[src/rtl/mem_sched.sv]
// mem_sched: shares one memory port between the CPU fetch and load/store requesters,
// with one-entry pending buffers, a bounded fetch starvation window and a per-transaction watchdog.
module mem_sched #(
  parameter int unsigned STARVE_LIMIT = 4,
  parameter int unsigned TIMEOUT      = 255
) (
  input  logic        clock,
  input  logic        reset,
  input  logic        imemory_valid,
  input  logic        imemory_instr,
  input  logic [31:0] imemory_addr,
  input  logic [31:0] imemory_wdata,
  input  logic [3:0]  imemory_wstrb,
  output logic [31:0] imemory_rdata,
  output logic        imemory_ready,
  input  logic        dmemory_valid,
  input  logic        dmemory_instr,
  input  logic [31:0] dmemory_addr,
  input  logic [31:0] dmemory_wdata,
  input  logic [3:0]  dmemory_wstrb,
  output logic [31:0] dmemory_rdata,
  output logic        dmemory_ready,
  output logic        memory_valid,
  output logic        memory_instr,
  output logic [31:0] memory_addr,
  output logic [31:0] memory_wdata,
  output logic [3:0]  memory_wstrb,
  input  logic [31:0] memory_rdata,
  input  logic        memory_ready,
  output logic        bus_error
);

  typedef enum logic [1:0] {
    ST_IDLE = 2'd0,
    ST_REQ  = 2'd1,
    ST_WAIT = 2'd2
  } state_t;

  localparam logic [3:0]  STARVE_MAX = 4'(STARVE_LIMIT);
  localparam logic [15:0] WD_MAX     = 16'(TIMEOUT);

  state_t      state_r, state_next_s;
  logic        owner_d_r, owner_d_next_s;
  logic [3:0]  starve_r, starve_next_s;
  logic [15:0] wd_r, wd_next_s;

  logic        i_full_r, i_instr_r;
  logic [31:0] i_addr_r, i_wdata_r;
  logic [3:0]  i_wstrb_r;
  logic        d_full_r, d_instr_r;
  logic [31:0] d_addr_r, d_wdata_r;
  logic [3:0]  d_wstrb_r;

  logic busy_s, resp_s, timeout_s, done_s, i_done_s, d_done_s;
  logic i_cap_s, d_cap_s, i_avail_s, d_avail_s, arb_s, grant_i_s, grant_d_s;

  // Completion, capture and arbitration; a side's buffer can refill on its own completion cycle.
  always_comb begin
    busy_s    = (state_r == ST_REQ) || (state_r == ST_WAIT);
    resp_s    = busy_s && memory_ready;
    timeout_s = (state_r == ST_WAIT) && (wd_r >= WD_MAX) && !memory_ready;
    done_s    = resp_s || timeout_s;
    i_done_s  = done_s && !owner_d_r;
    d_done_s  = done_s && owner_d_r;
    i_cap_s   = imemory_valid && (!i_full_r || i_done_s);
    d_cap_s   = dmemory_valid && (!d_full_r || d_done_s);
    i_avail_s = (i_full_r && !i_done_s) || i_cap_s;
    d_avail_s = (d_full_r && !d_done_s) || d_cap_s;
    arb_s     = (state_r == ST_IDLE) || done_s;
    grant_i_s = arb_s && i_avail_s && (!d_avail_s || (starve_r >= STARVE_MAX));
    grant_d_s = arb_s && d_avail_s && !grant_i_s;
  end

  // Next state of the port FSM.
  always_comb begin
    state_next_s = state_r;
    case (state_r)
      ST_IDLE: begin
        if (grant_i_s || grant_d_s) state_next_s = ST_REQ;
        else                        state_next_s = ST_IDLE;
      end
      ST_REQ, ST_WAIT: begin
        if (grant_i_s || grant_d_s) state_next_s = ST_REQ;
        else if (done_s)            state_next_s = ST_IDLE;
        else                        state_next_s = ST_WAIT;
      end
      default: state_next_s = ST_IDLE;
    endcase
  end

  // Owner, starvation counter and watchdog updates.
  always_comb begin
    owner_d_next_s = owner_d_r;
    starve_next_s  = starve_r;
    wd_next_s      = wd_r;
    if (grant_i_s) begin
      owner_d_next_s = 1'b0;
      starve_next_s  = 4'd0;
      wd_next_s      = 16'd0;
    end else if (grant_d_s) begin
      owner_d_next_s = 1'b1;
      wd_next_s      = 16'd0;
      if (i_avail_s && (starve_r < STARVE_MAX)) starve_next_s = starve_r + 4'd1;
      else                                      starve_next_s = starve_r;
    end else if ((state_r == ST_WAIT) && !done_s && (wd_r != 16'hFFFF)) begin
      wd_next_s = wd_r + 16'd1;
    end else begin
      wd_next_s = wd_r;
    end
  end

  // FSM and counter registers.
  always_ff @(posedge clock or posedge reset) begin
    if (reset) begin
      state_r   <= ST_IDLE;
      owner_d_r <= 1'b0;
      starve_r  <= 4'd0;
      wd_r      <= 16'd0;
    end else begin
      state_r   <= state_next_s;
      owner_d_r <= owner_d_next_s;
      starve_r  <= starve_next_s;
      wd_r      <= wd_next_s;
    end
  end

  // Pending request buffers, one per side.
  always_ff @(posedge clock or posedge reset) begin
    if (reset) begin
      i_full_r  <= 1'b0;
      i_instr_r <= 1'b0;
      i_addr_r  <= 32'd0;
      i_wdata_r <= 32'd0;
      i_wstrb_r <= 4'd0;
      d_full_r  <= 1'b0;
      d_instr_r <= 1'b0;
      d_addr_r  <= 32'd0;
      d_wdata_r <= 32'd0;
      d_wstrb_r <= 4'd0;
    end else begin
      if (i_cap_s) begin
        i_full_r  <= 1'b1;
        i_instr_r <= imemory_instr;
        i_addr_r  <= imemory_addr;
        i_wdata_r <= imemory_wdata;
        i_wstrb_r <= imemory_wstrb;
      end else if (i_done_s) begin
        i_full_r  <= 1'b0;
      end
      if (d_cap_s) begin
        d_full_r  <= 1'b1;
        d_instr_r <= dmemory_instr;
        d_addr_r  <= dmemory_addr;
        d_wdata_r <= dmemory_wdata;
        d_wstrb_r <= dmemory_wstrb;
      end else if (d_done_s) begin
        d_full_r  <= 1'b0;
      end
    end
  end

  // Port and response outputs; a watchdog completion returns zero data.
  always_comb begin
    memory_valid = (state_r == ST_REQ);
    if (busy_s && owner_d_r) begin
      memory_instr = d_instr_r;
      memory_addr  = d_addr_r;
      memory_wdata = d_wdata_r;
      memory_wstrb = d_wstrb_r;
    end else if (busy_s) begin
      memory_instr = i_instr_r;
      memory_addr  = i_addr_r;
      memory_wdata = i_wdata_r;
      memory_wstrb = i_wstrb_r;
    end else begin
      memory_instr = 1'b0;
      memory_addr  = 32'd0;
      memory_wdata = 32'd0;
      memory_wstrb = 4'd0;
    end
    imemory_ready = i_done_s;
    dmemory_ready = d_done_s;
    if (resp_s && !owner_d_r) imemory_rdata = memory_rdata;
    else                      imemory_rdata = 32'd0;
    if (resp_s && owner_d_r)  dmemory_rdata = memory_rdata;
    else                      dmemory_rdata = 32'd0;
    bus_error = timeout_s;
  end

endmodule

[config.mk]
export PLATFORM = sky130hd
export DESIGN_NAME = mem_sched
export DESIGN_NICKNAME = d
export VERILOG_FILES = /design/src/rtl/mem_sched.sv
export SDC_FILE = /design/constraint.sdc
export NUM_CORES = 1
export LEC_CHECK = 0
export CAP_MARGIN = 0
export CORE_AREA = 2 2 172 174
export DETAILED_ROUTE_END_ITERATION = 10
export DIE_AREA = 0 0 174 176
export GPL_ROUTABILITY_DRIVEN = 0
export GPL_TIMING_DRIVEN = 0
export HOLD_SLACK_MARGIN = 0.05
export SLEW_MARGIN = 15
export SYNTH_ARGS = -nofsm -noshare
export SYNTH_HDL_FRONTEND = slang
export SYNTH_SLANG_ARGS = --single-unit
[constraint.sdc]
create_clock -name clock -period 8.1 [get_ports clock]
set_input_delay 1.62 -clock clock [delete_from_list [all_inputs] [get_ports clock]]
set_output_delay 1.62 -clock clock [all_outputs]
set_load 0.05 [all_outputs]
==> results of run 1 <==
[worst max-delay path, delay by kind of cell]
family,cells,cell delay [ps]
AND/OR/NAND/NOR,3,850
buffers and inverters,3,1770
[registers in the layout, summed over array words and instances (netlist names)]
signal,count
d_addr_r,32
d_full_r,1
d_instr_r,1
d_wdata_r,32
d_wstrb_r,4
i_addr_r,32
i_full_r,1
i_instr_r,1
i_wdata_r,32
i_wstrb_r,4
owner_d_r,1
starve_r,4
state_r,2
wd_r,16
[where the power goes]
| part | switching, uW | internal, uW | leakage, uW |
|---|---|---|---|
| combinational | 1780 | 1190 | 0.00303 |
| clock | 383 | 410 | 0.000277 |
| sequential | 174 | 1180 | 0.00199 |
| total | 2330 | 2770 | 0.00529 |
[per-layer routing]
layer	share of wire (%)	up-vias	wire [um]	GRT usage, %
li1	-	3047	-	-
met1	43	3092	10530	19.46
met2	47	242	11720	27.19
met3	7.7	27	1908	5.362
met4	2.1	0	518	5.462
met5	0	-	0	0
[metrics by stage]
step | util [%] | setup WS, ps | power [uW] | hold slack (ps)
2_1_floorplan | - | 2075 | 3396 | 454.6
3_3_place_gp | 41.51 | -624.2 | 4342 | 467.6
3_5_place_dp | 41.63 | 2226 | 4366 | 473.9
4_1_cts | 43.64 | 2216 | 5177 | 489.7
5_1_grt | 43.64 | 2048 | 5399 | 505.7
6_report | 43.65 | 2238 | 5107 | 485.1
[placed cells by master, fill, tap and decap left out, types with 4 or more instances in the layout]
| cell | n |
|---|---|
| dfrtp_1 | 163 |
| clkdlybuf4s50_1 | 311 |
| xnor2_1 | 4 |
| clkbuf_16 | 17 |
| a21oi_1 | 15 |
| o21ai_0 | 5 |
| mux2_2 | 107 |
| inv_1 | 5 |
| inv_8 | 4 |
| and2_1 | 69 |
| clkbuf_1 | 18 |
| nand3_1 | 8 |
| nor2_1 | 15 |
| nor2b_1 | 70 |
| ha_1 | 6 |
| mux2i_1 | 71 |
| buf_2 | 13 |
| buf_1 | 7 |
| mux2_1 | 31 |
| o31ai_1 | 5 |
| or4_1 | 5 |
| clkinv_4 | 4 |
| inv_6 | 4 |
| nand2_1 | 10 |
| nand4_1 | 7 |
[worst max-delay path by stage]
stage	endpoint	depth (start not counted)	slack [ps]	start
final	imemory_rdata[5]	6	2240	memory_ready
after global routing	imemory_rdata[5]	6	2050	memory_ready
after CTS	imemory_rdata[5]	6	2220	memory_ready
after detailed placement	imemory_rdata[5]	6	2230	memory_ready
after global placement	i_wstrb_r[3]	2	-620	reset
after floorplan	d_addr_r[0]	1	2080	reset
[final cells by class]
type / count / area (um2)
fill: 2793 / 16090
sequential: 163 / 4079
multi-input combinational: 469 / 3955
timing repair buffer: 312 / 3141
tap: 384 / 480.5
clock buffer: 18 / 429.2
buffer: 42 / 200.2
clock inverter: 14 / 143.9
inverter: 6 / 30.03
antenna: 1 / 2.502
[cells by family after synthesis]
logic type                 after synthesis
AOI/OAI and AO/OA                       43
xor gates and xnor gates                 5
adders and majority gates                6
buffers and inverters                   48
DFF                                    163
muxes                                  209
and+or+nand+nor                        206
==> results_dict.tcl, run 1 <==
set metrics [dict create \
    r2r_start "wd_r[0]" \
    antenna_found_initial 0 \
    final_cell_count_no_fill 1409 \
    yosysMostFrequentCell "dfrtp_1" \
    place_area_um2 11890 \
    die-area_um2 30620 \
    drtIter0Drc 208 \
    synth-compound-area-share_pct 3.804 \
    finalHoldViolations 0 \
    yosys.area_share.simple_pct 15.23 \
    die_h_um 176 \
    ant_nets 0 \
    rsz0062_at_grt "false" \
    fin_crit_sh_pct 72.37 \
    yosys.cell_types.count 46 \
    setup_viol 0 \
    cts_made_buffers 17 \
    synth_fa_ha_area_share_pct 0.9092 \
    max-clock-path-buffers 2 \
    die_w_um 174 \
    async_flop_share_pct 100.0 \
    synth_ff_type "dfrtp_1" \
    dp_cells 1376 \
    area_growth_pct 50.92 \
    min_to "i_addr_r[1]" \
    clock_skew_ps 17.70 \
    yosys.area.top_type "dfrtp_1" \
    end_kind "output port" \
    drv_cap 0 \
    drive_gt1_share_pct 16.60 \
    cp.arrival_ps 4240 \
    clockRootBuffer "clkbuf_16" \
    ioPinCount 312 \
    post_cts_buffers 0 \
    clk_pin_slew_ps 70 \
    wirelength_um 24680 \
    whs_path_depth 1 \
    start_util_pct 28.92 \
    fmax_mhz 170.6 \
    cts_hold_buf 0 \
    min-delay-start "i_addr_r[1]" \
    slew_headroom_pct 38.04 \
    dp.final_hpwl_um 18500 \
    drt_first_pass_iters 4 \
    finalSetupTns_ps 0 \
    synth-edff-count 0 \
    grt_overflow 0 \
    crit_path_start_kind "input pin" \
    synth.top_cell.area_share_pct 49.40 \
    ys_ff_latch 163 \
    yosysSeqAreaShare_pct 49.40 \
    r2r_slack_ps 5140 \
    syn_nets 861 \
    portBuffers 311 \
    finalCriticalPeriod_ps 5862 \
    clk-insertion-delay-late_ps 430 \
    final_area_um2 12460 \
    ctsResizeCount 0 \
    synthTopCellsByArea "dfrtp_1 (49%), mux2_2 (15%), mux2i_1 (8.6%)" \
    synth_top_family_by_area "multiplexers" \
    nNetsFinal 1192 \
    power_leakage_uw 0.005292 \
    grtUsageTotal_pct 16.15 \
    cts.htree.levels 4 \
    wl_per_cell_um 17.51 \
    cts_sinks 163 \
    cp_max_fo 10 \
    crit_path_frequent_cell "clkdlybuf4s50_1" \
    critPathSlowestCell "clkdlybuf4s50_1" \
    vias 6408 \
    grt_pass1_vias 6685 \
    cts_tree "done" \
    grt_pass1_wl_um 38220 \
    core_area_um2 28550 \
    outcome "completed" \
    worstPathRequired_ps 6480 \
    r2r_cells 8 \
    postSynthAreaPerCell_um2 12.14 \
    grt_max_degree 93 \
    hold_path_class "register to register" \
    syn-cell-area_um2 8257 \
    crit_path_max_incr_delay_ps 820 \
    synth_cells 680 \
    synthMuxAreaShare_pct 27.43 \
    p_per_area_nw_per_um2 409.9 \
    critPathKind "input pin to output port" \
    worstReg2RegEnd "d_wstrb_r[2]" \
    netlist_top_cells_count "dfrtp_1 (163), mux2_2 (107), mux2i_1 (71), nor2b_1 (70), and2_1 (69)" \
    irDropWorstVdd_v 0.0002338 \
    tightest_slew_ps 929.4 \
    drc 0 \
    viasPerCell 4.548 \
    yosys_warnings 0 \
    fp-row-count 62 \
    slew_viol_final 0 \
    crit_chain "clkdlybuf4s50_1 > nand2_1 > nor2_1 > clkbuf_1 > and2_1 > clkdlybuf4s50_1" \
    yosys.area_share.xor_xnor_pct 0.5304 \
]
Power figures use the tool's default switching activity.
==> run 2, diff against run 1 <==
clock period = 4.8 ns   (was 8.1 ns; I/O delays follow)
==> run 2 against run 1 <==
Against the previous run: utilization up 0.26 points; critical path depth unchanged; flip-flop and latch count unchanged; total power up 69%; cell count up 0.28%; clock skew up 0.83 ps; critical endpoint is now imemory_rdata[12].
==> results_dict.tcl, run 2 (synthesis results as in run 1) <==
set metrics [dict create \
    viasPerCell 4.556 \
    clock_skew_ps 18.53 \
    finalHoldViolations 0 \
    grtUsageTotal_pct 16.58 \
    final_common_cell "clkdlybuf4s50_1" \
    cts_made_buffers 17 \
    power.share.switching_pct 45.29 \
    area_growth_pct 51.83 \
    wirelength_um 25160 \
    multi_input_area_um2 3955 \
    setup_viol 0 \
    vias 6438 \
    internal-power_uw 4727 \
    die_w_um 174 \
    grt_pass1_wl_um 39140 \
    clockRootBuffer "clkbuf_16" \
    die_h_um 176 \
    finalSetupTns_ps 0 \
    ant_nets 0 \
    cp.arrival_ps 3730 \
    start_util_pct 28.92 \
    crit_chain "clkdlybuf4s50_1 > nand2_1 > nor2_1 > clkbuf_1 > and2_1 > clkdlybuf4s50_1" \
    r2r_start "state_r[0]" \
    pwr-share-seq_pct 26.5 \
    critical_path.startpoint "memory_ready" \
    irDropWorstVdd_v 0.0004003 \
    portBuffers 311 \
    clk_pin_slew_ps 70 \
    core_area_um2 28550 \
    fp-row-count 62 \
    p_clk_share_pct 15.6 \
    cts_tree "done" \
    hold_path_class "register to register" \
    slew_viol_final 0 \
    max-clock-path-buffers 2 \
    end_kind "output port" \
    antenna_found_initial 4 \
    grt_overflow 0 \
    drtIter0Drc 189 \
    nNetsFinal 1196 \
    grt_pass1_vias 6917 \
    r2r_slack_ps 1790 \
    slew_headroom_pct 47.37 \
    p_sw_uw 3913 \
    grt_max_degree 33 \
    combPwrFrac_pct 57.9 \
    mostFrequentLayoutCells "clkdlybuf4s50_1 (311), dfrtp_1 (163), mux2_2 (107)" \
    seq_area_um2 4079 \
    finalCriticalPeriod_ps 4688 \
    drv_cap 0 \
    crit_path_max_incr_delay_ps 840 \
    worstPathRequired_ps 3840 \
    total_power_uw 8640 \
    cts.htree.levels 4 \
    power_leakage_uw 0.005325 \
    critPathSlowestCell "clkdlybuf4s50_1" \
    cts_sinks 163 \
    clk-insertion-delay-late_ps 430 \
    fin_crit_sh_pct 97.67 \
    drt_first_pass_iters 4 \
    rsz0062_at_grt "false" \
    wl_per_cell_um 17.81 \
    cp_max_fo 10 \
    fmax_mhz 213.3 \
    p_per_area_nw_per_um2 689.2 \
    dp.final_hpwl_um 19360 \
    die-area_um2 30620 \
    drc 0 \
    drive_gt1_share_pct 17.33 \
    outcome "completed" \
    min-delay-start "starve_r[0]" \
    crit_path_frequent_cell "clkdlybuf4s50_1" \
    ioPinCount 312 \
    tightest_slew_ps 789.5 \
    critPathKind "input pin to output port" \
    fillCellCount 2775 \
    crit_path_start_kind "input pin" \
]
[run 2: changes by cell type in the layout (fill, tap and decap cells not counted), sizes merged]
| cell | before | now |
|---|---|---|
| bufinv | 0 | 1 |
| diode | 1 | 2 |
| clkinv | 6 | 1 |
| clkinvlp | 1 | 5 |
| clkdlybuf4s15 | 0 | 1 |
| buf | 26 | 27 |
| clkbuf | 35 | 36 |
[run 2: critical path, delay by kind of cell]
family	cells	cell delay (ps)
AND/OR/NAND/NOR	3	900
buffers and inverters	3	1870
[run 2: per-stage QoR]
| step | util, % | hold WS [ps] | worst slack [ps] | instance area, um2 | cells |
|---|---|---|---|---|---|
| after detailed placement | 41.87 | 471.9 | 162.0 | 11950 | 1380 |
| after global placement | 41.52 | 467.4 | 138.2 | 11850 | 1375 |
| final | 43.91 | 486.7 | 111.6 | 12540 | 1413 |
| after global routing | 43.89 | 505.5 | 44.17 | 12530 | 1411 |
| after CTS | 43.86 | 489.6 | 15.46 | 12520 | 1411 |
| after floorplan | - | 454.6 | 1562 | 8260 | 680 |
[run 2: path summary, 6_finish.rpt]
kind / endpoint / cells past startpoint
setup reg to reg: d_wdata_r[1] / 8
hold reg to reg: starve_r[0] / 1
max in group asynchronous: d_addr_r[31] / 4
hold / removal: starve_r[0] / 1
min in group asynchronous: i_addr_r[3] / 2
setup / recovery: imemory_rdata[12] / 6
[run 2: timing repair]
item / in CTS / in global routing
setup buffers: 0 / 0
endpoints found under the setup margin: 0 / 19
hold endpoints to repair: 0 / 0
hold buffers: 0 / 0
gates resized for setup: 0 / 10
[run 2: power by group through the flow]
stage / combinational, uW / sequential (uW) / clock [uW]
after floorplan: 3500 / 2230 / 0
after global placement: 5020 / 2300 / 0
after detailed placement: 5070 / 2320 / 0
after CTS: 5090 / 2300 / 1390
after global routing: 5320 / 2370 / 1450
final: 5010 / 2290 / 1350
[run 2: metal layers]
metal	GRT usage, %	share of wire (%)	vias up
met5	0	0.048	-
met1	19.63	42	3101
li1	-	-	3055
met4	5.042	1.8	2
met2	28.75	48	255
met3	5.319	8.1	25
[run 2: final cells by class]
type / instances / area share (%)
Clock buffer: 17 / 3.394
Timing Repair Buffer: 316 / 25.63
Multi-Input combinational cell: 469 / 31.55
Buffer: 42 / 1.687
Sequential cell: 163 / 32.54
Tap cell: 384 / 3.833
Antenna cell: 2 / 0.03992
Inverter: 6 / 0.2096
Clock inverter: 14 / 1.118
